$ cat src/rtl/fsm_encaixotamento_pkg.sv
// ---------------------------------------------------------------------------
// pkg_encaixotamento
// Shared types and default constants for the boxing stage (fsm_encaixotamento).
// Contents:
//   estado_t                 - 3-bit state encoding of the boxing FSM
//   BOTTLES_PER_BOX_DFLT     - slots in one box
//   DEPOSIT_CYCLES_DFLT      - gripper-active time per bottle (clk cycles)
//   CLOSE_CYCLES_DFLT        - box-closer-active time (clk cycles)
//   TIMER_W_DFLT             - timer width able to hold the longest duration
// ---------------------------------------------------------------------------
package pkg_encaixotamento;

    typedef enum logic [2:0] {
        AGUARDA_CAIXA   = 3'd0,
        OCIOSO          = 3'd1,
        DEPOSITAR       = 3'd2,
        CONCLUIR        = 3'd3,
        FECHAR          = 3'd4,
        AGUARDA_REMOCAO = 3'd5
    } estado_t;

    localparam int BOTTLES_PER_BOX_DFLT = 12;
    localparam int DEPOSIT_CYCLES_DFLT  = 50_000_000;
    localparam int CLOSE_CYCLES_DFLT    = 100_000_000;
    localparam int TIMER_W_DFLT         = 27;

endpackage

$ cat src/rtl/fsm_encaixotamento_if.sv
// ---------------------------------------------------------------------------
// fsm_encaixotamento_if
// Command/done handshake between fsm_mestre (master) and the boxing FSM (slave).
// Signals:
//   cmd_depositar     master -> slave  level: approved bottle at final position
//   pronto            slave -> master  idle with a box present, can accept
//   tarefa_concluida  slave -> master  one-cycle pulse: deposit finished
// ---------------------------------------------------------------------------
interface fsm_encaixotamento_if;

    logic cmd_depositar;
    logic pronto;
    logic tarefa_concluida;

    modport master (
        output cmd_depositar,
        input  pronto,
        input  tarefa_concluida
    );

    modport slave (
        input  cmd_depositar,
        output pronto,
        output tarefa_concluida
    );

endinterface

$ cat src/rtl/fsm_encaixotamento_temporizador_ciclos.sv
// ---------------------------------------------------------------------------
// temporizador_ciclos
// Loadable down-counter used to time the gripper and box-closer actions.
// Ports:
//   clk, reset   system clock, synchronous active-high reset
//   load         load load_value this cycle (has priority over counting)
//   load_value   value to load
//   enable       count down when high (tied to ~pausa, so a pause freezes it)
//   zero         high while the counter holds 0
// The counter saturates at 0, so an idle timer stays quiet.
// ---------------------------------------------------------------------------
module temporizador_ciclos #(
    parameter int TIMER_W = 27
) (
    input  logic               clk,
    input  logic               reset,
    input  logic               load,
    input  logic [TIMER_W-1:0] load_value,
    input  logic               enable,
    output logic               zero
);

    logic [TIMER_W-1:0] count;

    // Load wins over counting; counting stops at 0 and while disabled.
    always_ff @(posedge clk) begin
        if (reset) begin
            count <= '0;
        end else if (load) begin
            count <= load_value;
        end else if (enable && (count != '0)) begin
            count <= count - TIMER_W'(1);
        end
    end

    assign zero = (count == '0);

endmodule

$ cat src/rtl/fsm_encaixotamento.sv
// ---------------------------------------------------------------------------
// fsm_encaixotamento
// Boxing stage: deposits each approved bottle into a box with a timed gripper
// action, closes the box after the last slot, pulses caixa_completa for the
// dozen counter, then waits for the operator to swap the box.
// Ports:
//   clk, reset          system clock, synchronous active-high reset
//   handshake (slave)   cmd_depositar in / pronto, tarefa_concluida out
//   sensor_caixa        1 = empty/partial box under the gripper
//   pausa               global pause, freezes timers and holds the state
//   garra_ativa         gripper actuator
//   fechador_ativo      box-closer actuator
//   caixa_completa      one-cycle pulse: box closed
//   erro_caixa          one-cycle pulse: partially filled box removed
//   garrafas_na_caixa   bottles currently in the box
// ---------------------------------------------------------------------------
module fsm_encaixotamento
    import pkg_encaixotamento::*;
#(
    parameter int BOTTLES_PER_BOX = BOTTLES_PER_BOX_DFLT,
    parameter int DEPOSIT_CYCLES  = DEPOSIT_CYCLES_DFLT,
    parameter int CLOSE_CYCLES    = CLOSE_CYCLES_DFLT,
    parameter int TIMER_W         = TIMER_W_DFLT
) (
    input  logic                   clk,
    input  logic                   reset,
    fsm_encaixotamento_if.slave    handshake,
    input  logic                   sensor_caixa,
    input  logic                   pausa,
    output logic                   garra_ativa,
    output logic                   fechador_ativo,
    output logic                   caixa_completa,
    output logic                   erro_caixa,
    output logic [3:0]             garrafas_na_caixa
);

    // The timer is loaded with N-1 and the state leaves on the unpaused cycle
    // in which it reads 0, which gives exactly N active cycles.
    localparam logic [TIMER_W-1:0] DEPOSIT_LOAD = TIMER_W'(DEPOSIT_CYCLES - 1);
    localparam logic [TIMER_W-1:0] CLOSE_LOAD   = TIMER_W'(CLOSE_CYCLES - 1);
    localparam logic [3:0]         BOX_FULL     = 4'(BOTTLES_PER_BOX);

    estado_t            state;
    estado_t            next_state;
    logic [3:0]         count;
    logic [3:0]         count_inc;
    logic               armed;
    logic               accept;
    logic               timer_load;
    logic [TIMER_W-1:0] timer_value;
    logic               timer_zero;
    logic               timer_expired;
    logic               caixa_completa_q;
    logic               erro_caixa_q;

    temporizador_ciclos #(
        .TIMER_W (TIMER_W)
    ) u_timer (
        .clk        (clk),
        .reset      (reset),
        .load       (timer_load),
        .load_value (timer_value),
        .enable     (~pausa),
        .zero       (timer_zero)
    );

    assign count_inc     = count + 4'd1;
    assign timer_expired = timer_zero & ~pausa;
    assign accept        = (state == OCIOSO) && sensor_caixa &&
                           handshake.cmd_depositar && armed;

    // State register.
    always_ff @(posedge clk) begin
        if (reset) begin
            state <= AGUARDA_CAIXA;
        end else begin
            state <= next_state;
        end
    end

    // Next-state logic, plus the timer load requests made on state entry.
    // A removed box only matters in OCIOSO; during the deposit it is ignored
    // so a bottle already in the gripper always finishes.
    always_comb begin
        next_state  = state;
        timer_load  = 1'b0;
        timer_value = DEPOSIT_LOAD;
        unique case (state)
            AGUARDA_CAIXA: begin
                if (sensor_caixa) begin
                    next_state = OCIOSO;
                end
            end
            OCIOSO: begin
                if (!sensor_caixa) begin
                    next_state = AGUARDA_CAIXA;
                end else if (accept) begin
                    next_state  = DEPOSITAR;
                    timer_load  = 1'b1;
                    timer_value = DEPOSIT_LOAD;
                end
            end
            DEPOSITAR: begin
                if (timer_expired) begin
                    next_state = CONCLUIR;
                end
            end
            CONCLUIR: begin
                if (count_inc == BOX_FULL) begin
                    next_state  = FECHAR;
                    timer_load  = 1'b1;
                    timer_value = CLOSE_LOAD;
                end else begin
                    next_state = OCIOSO;
                end
            end
            FECHAR: begin
                if (timer_expired) begin
                    next_state = AGUARDA_REMOCAO;
                end
            end
            AGUARDA_REMOCAO: begin
                if (!sensor_caixa) begin
                    next_state = AGUARDA_CAIXA;
                end
            end
            default: begin
                next_state = AGUARDA_CAIXA;
            end
        endcase
    end

    // Bottle count, the re-arm flag for the level command, and the registered
    // box-complete / box-error pulses. The pulses land in the first cycle of
    // the following state, alongside the cleared count, so they can never
    // overlap each other or the CONCLUIR pulse.
    always_ff @(posedge clk) begin
        if (reset) begin
            count            <= 4'd0;
            armed            <= 1'b1;
            caixa_completa_q <= 1'b0;
            erro_caixa_q     <= 1'b0;
        end else begin
            caixa_completa_q <= (state == FECHAR) && timer_expired;
            erro_caixa_q     <= (state == OCIOSO) && !sensor_caixa && (count != 4'd0);

            if (!handshake.cmd_depositar) begin
                armed <= 1'b1;
            end else if (accept) begin
                armed <= 1'b0;
            end

            if (state == CONCLUIR) begin
                count <= count_inc;
            end else if ((state == FECHAR) && timer_expired) begin
                count <= 4'd0;
            end else if ((state == OCIOSO) && !sensor_caixa) begin
                count <= 4'd0;
            end
        end
    end

    // Moore outputs; actuators drop while paused and come back on release.
    always_comb begin
        garra_ativa                = (state == DEPOSITAR) && !pausa;
        fechador_ativo             = (state == FECHAR) && !pausa;
        handshake.pronto           = (state == OCIOSO);
        handshake.tarefa_concluida = (state == CONCLUIR);
        caixa_completa             = caixa_completa_q;
        erro_caixa                 = erro_caixa_q;
        garrafas_na_caixa          = count;
    end

endmodule

$ cat src/flat_wrapper.sv
// flat-port wrapper written by rule: the top's interface ports become plain ports
module fsm_encaixotamento_flat import pkg_encaixotamento::*;
#(
    parameter int BOTTLES_PER_BOX = BOTTLES_PER_BOX_DFLT,
    parameter int DEPOSIT_CYCLES  = DEPOSIT_CYCLES_DFLT,
    parameter int CLOSE_CYCLES    = CLOSE_CYCLES_DFLT,
    parameter int TIMER_W         = TIMER_W_DFLT
)
  (clk, reset, sensor_caixa, pausa, garra_ativa, fechador_ativo, caixa_completa, erro_caixa, garrafas_na_caixa, handshake_cmd_depositar, handshake_pronto, handshake_tarefa_concluida);
  fsm_encaixotamento_if handshake_i ();
  input  logic clk;
  input  logic reset;
  input  logic sensor_caixa;
  input  logic pausa;
  output logic garra_ativa;
  output logic fechador_ativo;
  output logic caixa_completa;
  output logic erro_caixa;
  output logic [3:0] garrafas_na_caixa;
  input wire logic [$bits(handshake_i.cmd_depositar)-1:0] handshake_cmd_depositar;
  output wire logic [$bits(handshake_i.pronto)-1:0] handshake_pronto;
  output wire logic [$bits(handshake_i.tarefa_concluida)-1:0] handshake_tarefa_concluida;
  assign handshake_i.cmd_depositar = handshake_cmd_depositar;
  assign handshake_pronto = handshake_i.pronto;
  assign handshake_tarefa_concluida = handshake_i.tarefa_concluida;
  fsm_encaixotamento #(.BOTTLES_PER_BOX(BOTTLES_PER_BOX), .DEPOSIT_CYCLES(DEPOSIT_CYCLES), .CLOSE_CYCLES(CLOSE_CYCLES), .TIMER_W(TIMER_W)) u_core (.clk(clk), .reset(reset), .handshake(handshake_i), .sensor_caixa(sensor_caixa), .pausa(pausa), .garra_ativa(garra_ativa), .fechador_ativo(fechador_ativo), .caixa_completa(caixa_completa), .erro_caixa(erro_caixa), .garrafas_na_caixa(garrafas_na_caixa));
endmodule
$ cat config.mk
export PLATFORM = sky130hd
export DESIGN_NAME = fsm_encaixotamento_flat
export DESIGN_NICKNAME = d
export VERILOG_FILES = /design/src/rtl/fsm_encaixotamento_pkg.sv /design/src/rtl/fsm_encaixotamento_if.sv /design/src/rtl/fsm_encaixotamento_temporizador_ciclos.sv /design/src/rtl/fsm_encaixotamento.sv /design/src/flat_wrapper.sv
export SDC_FILE = /design/constraint.sdc
export NUM_CORES = 1
export LEC_CHECK = 0
export ABC_AREA = 1
export BUFFER_PORTS_ARGS = -buffer_cell sky130_fd_sc_hd__buf_4
export CAP_MARGIN = 10
export CORE_ASPECT_RATIO = 0.9
export CORE_MARGIN = 2
export CORE_UTILIZATION = 40
export DETAILED_ROUTE_END_ITERATION = 10
export HOLD_SLACK_MARGIN = 0.05
export PLACE_DENSITY = 0.58
export SETUP_SLACK_MARGIN = 0.1
export SLEW_MARGIN = 10
export SYNTH_ARGS = -nofsm -noshare
export SYNTH_HDL_FRONTEND = slang
export SYNTH_SLANG_ARGS = --single-unit
export TNS_END_PERCENT = 20
$ cat constraint.sdc
create_clock -name clk -period 2.9 [get_ports clk]
set_input_delay 0.435 -clock clk [delete_from_list [all_inputs] [get_ports clk]]
set_output_delay 0.435 -clock clk [all_outputs]
set_load 0.02 [all_outputs]
==> summary.txt, run 1 <==
Status
  • Outcome: completed

Pwr
  • Flop pwr share: 0.321
  • Internal power: ~0.0012 W
  • Max VDD drop: between 0.3 and 0.4 mV
  • PwrDens: around 900 mW/mm2
  • Psw: around 0.0011 W
  • Clock share of power: 0.162
  • Total power: around 0.0023 W
  • Static Leak: between 1 and 1.5 nW
  • Switching share of power: 0.479
  • Combinational power share: 0.517

Placement
  • # port buffers: 14
  • DP HPWL: around 4200 um
  • Post-DP Area: between 0.002 and 0.0025 mm2
  • Routability cong.: ~0.86

Finish
  • Commonest non-fill, non-tap cell in the layout: nand2_1
  • Post-route cell area: around 0.0026 mm2
  • Synth-to-layout area growth: 9.23%
  • Ant diodes: 0
  • Commonest non-fill, non-tap cells in the layout: 80 x nand2_1, 56 x nor2_1, 37 x dfxtp_1
  • Final #Nets: between 300 and 400
  • Post-layout util: 0.453
  • Share of layout cells above drive strength 1: 0.143

Clock network
  • Clock root buffer master: clkbuf_8
  • Post-cts resize count: 0
  • Hold_buf cts: 0
  • CTS Sinks: 37
  • Clk buf depth: 2
  • Post-CTS setup buffer count: 0
  • H-tree Lvls: 2
  • Clock Pin Slew Worst Setup and Hold Paths: roughly 0.08 ns
  • CTS tree: yes
  • TritonCTS Buffers: 5
  • Clk Latency, worst-skew pair: 0.30 ns

Route
  • Drt drc: 0
  • Routed wire length: between 5000 and 6000 um
  • Initial DRT Pass Iterations: 4
  • ANT nets after route: 0
  • Wire per inst: approximately 13 um
  • Detailed Route Iter0 Violations: 160
  • DR vias/cell: between 5 and 6
  • Via count: about 2.2k

Setup path
  • CP Launch Type: flip-flop
  • Crit end category: flip-flop
  • Crit Path Max Fanout: 28
  • Reg2reg start: u_core.garrafas_na_caixa[0]
  • Required @ worst endpoint: about 3 ns
  • Critical path class: flip-flop to flip-flop
  • WP data arrival: between 2 and 2.5 ns
  • Worst Setup SP: u_core.garrafas_na_caixa[0]

Floorplanning
  • Die Height: between 70 and 80 um
  • Core ar.: between 0.005 and 0.006 mm2
  • Die Area: 0.00649 mm2
  • Site row count: 26
  • I/O Pins: 15
  • Initial Utilization: 0.414
  • Die Width: around 85 um

Timing
  • # setup viols final: 0
  • Max Slew Vio Count: 0
  • Setup total negative slack: 0 ns
  • Worst rel slew slack: 0.738
  • Setup Skew: approximately 0.0024 ns
  • Final Hold Viols: 0
  • Final Critical Period: a little over 2 ns
  • Fmax: roughly 480 MHz
  • Slew at the pin closest to its max-slew limit: between 0.3 and 0.4 ns
  • Final worst-path cycle share: 0.711
  • Unrepaired setup endpoints after global routing: no
  • Hold slack final: roughly 0.35 ns

Yosys
  • Top post-synthesis cells by area: dfxtp_1 32%, nand2_1 13%, nor2_1 9.0%
  • Post-synthesis cell count: 350
  • Top cell type's share of synthesized area: 0.316
  • Mapped cell area: 0.00235 mm2
  • Ys Warns: 0
  • Syn Nets: between 300 and 400
  • Syn Area/Cell: 6.70 um2
  • Sequential element share of the synthesized area: 0.316
  • Post-synth top area cell: dfxtp_1
  • Synth Register Bits: 37
  • Post-synth cell types: 31

Global route
  • Overall routing resource usage: 0.191
  • Total grt overflow: 0
  • Global-route wire length before repair: ~10000 um
  • Vias in the first global route: ~2.1k
  • Largest net degree at the start of global routing: 29
  • Initial antenna violation count: 0

Worst hold path
  • Min-Delay Startpoint: handshake_cmd_depositar
  • Worst Hold Class: input pin to flip-flop

Flow run
  • Max cap viols: 0
==> metrics by stage <==
| stage | cells | setup WS, ns |
|---|---|---|
| 2_1_floorplan | 350 | 1.20 |
| 3_3_place_gp | 425 | 0.941 |
| 3_5_place_dp | 425 | 0.847 |
| 4_1_cts | 433 | 0.825 |
| 5_1_grt | 433 | 0.625 |
| 6_report | 433 | 0.838 |
==> power groups by stage <==
stage	combinational, W	clock (W)	sequential (W)
2_1_floorplan	0.000988	0	0.000709
3_3_place_gp	0.00118	0	0.000748
3_5_place_dp	0.00118	0	0.000747
4_1_cts	0.00119	0.000381	0.000735
5_1_grt	0.00138	0.000400	0.000757
6_report	0.00119	0.000373	0.000740
==> final cells by class <==
cell class | count | area, um2
clock buffers | 5 | 68.8
clock inverters | 3 | 17.5
fillers | 620 | 3100
inverters | 35 | 139
multi-input cells | 269 | 1400
flip-flops and latches | 37 | 741
well taps | 70 | 87.6
repair buffers | 14 | 105
==> critical path: stages, from the launching register on <==
cell and delay, ns:
dfxtp_1 0.40, ha_1 0.22, nand3_1 0.13, nor2_2 0.20, inv_2 0.08, nand2_2 0.23, inv_4 0.16, nand2_8 0.20
inv_6 0.11, nor2_1 0.13, a21oi_1 0.08
==> synth_stat cells <==
library cell,count
inv_1,31
buf_2,2
o21ai_1,11
nand4_4,2
or2_2,1
nand2_2,3
o21ai_2,1
nor2_1,56
nor2_4,2
nand2_8,1
buf_8,1
inv_4,1
a22oi_1,1
xnor2_1,7
nand3_1,25
clkbuf_1,4
inv_2,2
dfxtp_1,37
o21ai_0,11
ha_1,3
nand2_1,80
a21oi_2,9
nand2_4,1
nand4_1,7
a211oi_1,1
nor3_1,3
nor2_2,6
a21oi_1,25
xor2_1,13
buf_6,2
inv_6,1
==> flip-flops by register name (all words and copies together), names as in the netlist <==
register,count
u_core.u_timer.count,27
u_core.garrafas_na_caixa,4
u_core.state,3
u_core.armed,1
u_core.caixa_completa,1
u_core.erro_caixa,1
==> metal layers <==
layer,part of all wire,routed length [um],up-vias,GRT usage
met5,0,0,-,0
met4,0.018,101,0,0.0683
met3,0.038,218,8,0.0334
met2,0.40,2300,31,0.277
met1,0.54,3080,992,0.281
li1,-,-,1153,-
==> cell families (layout without fill, tap and decap cells) <==
kind of cell	Yosys count	count (layout)	share of synthesized area
fa+ha+maj	3	3	0.0160
xor+xnor	20	20	0.0747
flops	37	37	0.316
compound gates	59	59	0.144
simple gates	187	187	0.364
buf+inv	44	57	0.0859
==> worst paths after layout <==
kind,slack (ns),depth (start not counted),end
max,0.84,10,u_core.u_timer.count[18]
min,0.35,2,u_core.armed
max reg2reg,0.84,10,u_core.u_timer.count[18]
min reg2reg,0.50,2,u_core.u_timer.count[4]
Note: power is estimated with default switching activity, not from simulation.
==> inputs of run 2 (changes only) <==
--- a/config.mk
+++ b/config.mk
@@ -13,7 +13,7 @@
 export CORE_UTILIZATION = 40
 export DETAILED_ROUTE_END_ITERATION = 10
 export HOLD_SLACK_MARGIN = 0.05
-export PLACE_DENSITY = 0.58
+export PLACE_DENSITY = 0.61
 export SETUP_SLACK_MARGIN = 0.1
 export SLEW_MARGIN = 10
 export SYNTH_ARGS = -nofsm -noshare
==> constraint.sdc (replaced) <==
create_clock -name clk -period 1.75 [get_ports clk]
set_input_delay 0.2625 -clock clk [delete_from_list [all_inputs] [get_ports clk]]
set_output_delay 0.2625 -clock clk [all_outputs]
set_load 0.02 [all_outputs]
==> summary.txt, run 2 (synthesis gave the netlist of run 1 again) <==
Status
  • Outcome: completed

Timing
  • Setup total negative slack: 0 ns (unchanged)
  • Unrepaired setup endpoints after global routing: yes
  • Setup Skew: 0.00315 ns (+0.000707 ns)
  • Worst rel slew slack: 0.733 (-0.00474)
  • Final Critical Period: 1.64 ns (-0.425 ns)
  • Fmax: 611 MHz (+26%)
  • Max Slew Vio Count: 0 (unchanged)
  • Fin worst setup slack: 0.113 ns (-0.725 ns)
  • Slew at the pin closest to its max-slew limit: 0.400 ns (+0.00710 ns)
  • Final worst-path cycle share: 0.936 (+0.225)
  • # setup viols final: 0 (unchanged)
  • Final Hold Viols: 0 (unchanged)

Floorplanning
  • Site row count: 26 (unchanged)
  • Core ar.: 0.00566 mm2 (unchanged)
  • Die Width: 84.7 um (unchanged)
  • Initial Utilization: 0.414 (unchanged)
  • Die Area: 0.00649 mm2 (unchanged)
  • Die Height: 76.7 um (unchanged)
  • I/O Pins: 15 (unchanged)

Route
  • DR vias/cell: 5.08 (+0.65%)
  • Routed wire length: 6390 um (+12%)
  • Wire per inst: 13.6 um (+3.6%)
  • ANT nets after route: 0 (unchanged)
  • Initial DRT Pass Iterations: 4 (unchanged)
  • Detailed Route Iter0 Violations: 216 (+35%)
  • Drt drc: 0 (unchanged)
  • Via count: 2381 (+9.0%)

Clock network
  • Clk buf depth: 2 (unchanged)
  • CTS tree: yes
  • Clock Pin Slew Worst Setup and Hold Paths: 0.08 ns (about the same)
  • Clk Latency, worst-skew pair: 0.29 ns (about the same)
  • Hold_buf cts: 0 (unchanged)
  • Clock root buffer master: clkbuf_8
  • CTS Sinks: 37 (unchanged)
  • H-tree Lvls: 2 (unchanged)
  • TritonCTS Buffers: 5 (unchanged)

Global route
  • Initial antenna violation count: 0 (unchanged)
  • Total grt overflow: 0 (unchanged)
  • Largest net degree at the start of global routing: 27 (-6.9%)
  • Vias in the first global route: 2124 (-0.19%)
  • Global-route wire length before repair: 10400 um (+3.6%)
  • Overall routing resource usage: 0.197 (+0.00660)

Pwr
  • Static Leak: 1.37 nW (+20%)
  • Max VDD drop: 0.881 mV (+140%)
  • PwrDens: 1490 mW/mm2 (+66%)

Setup path
  • Required @ worst endpoint: 1.94 ns (-1.15 ns)
  • Worst path max stage delay: 0.36 ns (-0.04 ns)
  • Crit Path Max Fanout: 6 (-79%)
  • Reg2Reg Depth: 9 (-1)
  • Slowest cell on crit path: dfxtp_1
  • Worst path cell trace: nor2_1 -> nand2_1 -> nor2_4 -> nand4_4 -> nand2_4 -> buf_4 -> nand2_4 -> o21ai_0 -> a21oi_1
  • Critical path class: flip-flop to flip-flop
  • WP data arrival: 1.82 ns (-0.43 ns)
  • Crit end category: flip-flop
  • CP Launch Type: flip-flop
  • Most used cell, CP: nand2_4

Finish
  • Post-route cell area: 0.00307 mm2 (+20%)
  • Commonest non-fill, non-tap cells in the layout: 76 x nand2_1, 45 x buf_4, 41 x nor2_1
  • Largest register FFs: 27 (unchanged)
  • Footprint of the multi-input gates: 0.00159 mm2 (+13%)
  • Fill cell count: 566 (-8.7%)
  • Synth-to-layout area growth: 30.9%
  • Commonest non-fill, non-tap cell in the layout: nand2_1
  • Final #Nets: 406 (+9.7%)
  • Ant diodes: 0 (unchanged)
  • Reg with most FFs: u_core.u_timer.count
  • Finished Layout Cells: 469 (+8.3%)
  • Register area: 748 um2 (+1.0%)
  • Share of layout cells above drive strength 1: 0.318 (+0.175)

Flow run
  • Max cap viols: 0 (unchanged)

Placement
  • Post-Place Worst Slack: 0.0610 ns (-0.786 ns)
  • Routability cong.: 0.876 (+1.4%)
  • Post-DP Area: 0.00268 mm2 (+8.3%)
  • DP HPWL: 4480 um (+5.6%)
  • DP Cell Count: 452 (+6.4%)
  • # port buffers: 14 (unchanged)

Worst hold path
  • Worst Hold Class: input pin to flip-flop
  • Min-Delay Path Depth: 2 (unchanged)
## run 2: cell types whose count changed in the layout (fill, tap and decap cells not counted), moves of 6 or more
cell	previous run	this run
dfxtp_2	0	6
buf_4	14	45
nor2_2	6	14
nor2_1	56	41
nor2_4	2	9
dfxtp_1	37	31
## run 2: cell type report
cell class,count,area share
multi-input combinational,271,0.517
sequential,37,0.244
timing repair buffer,47,0.120
inverter,35,0.0485
tap,70,0.0285
clock buffer,6,0.0269
clock inverter,2,0.0122
timing repair inverter,1,0.00285
## run 2: worst paths after layout
kind,slack [ns],end,start
max,0.11,u_core.u_timer.count[18],u_core.u_timer.count[12]
min,0.18,u_core.armed,handshake_cmd_depositar
min reg2reg,0.50,u_core.u_timer.count[22],u_core.u_timer.count[22]
max reg2reg,0.11,u_core.u_timer.count[18],u_core.u_timer.count[12]
## run 2: layer usage
metal | up-vias | track usage | part of all wire
met2 | 56 | 0.285 | 0.43
li1 | 1232 | - | -
met5 | - | 0 | 0
met1 | 1086 | 0.301 | 0.51
met4 | 0 | 0.0476 | 0.0080
met3 | 7 | 0.0344 | 0.047
## run 2: power breakdown
part           total [W]  switching (W)  internal (W)  leakage (nW)
clock           0.000792       0.000328      0.000464        0.0574
sequential       0.00120       0.000181       0.00102         0.305
combinational    0.00259        0.00156       0.00103          1.01
total            0.00458        0.00207       0.00251          1.37
## run 2: worst max-delay path: cells and delay by family (launching register included)
| family | cells | cell delay, ns |
|---|---|---|
| DFF | 1 | 0.36 |
| buffers and inverters | 1 | 0.14 |
| and+or+nand+nor | 6 | 0.81 |
| AOI/OAI and AO/OA | 2 | 0.21 |
## run 2: timing repair
item                       in CTS  in global routing
gates resized for setup         6                 46
buffers inserted                3                  3
gates cloned                    1                  2
pin swaps                       3                  9
setup endpoints to repair      26                 36
## run 2: stage by stage
| stage | power (W) | hold WS (ns) | util |
|---|---|---|---|
| after floorplan | 0.00281 | 0.347 | - |
| after global placement | 0.00338 | 0.476 | 0.474 |
| after detailed placement | 0.00340 | 0.484 | 0.474 |
| after CTS | 0.00430 | 0.185 | 0.506 |
| after global routing | 0.00495 | 0.182 | 0.542 |
| final | 0.00458 | 0.180 | 0.542 |
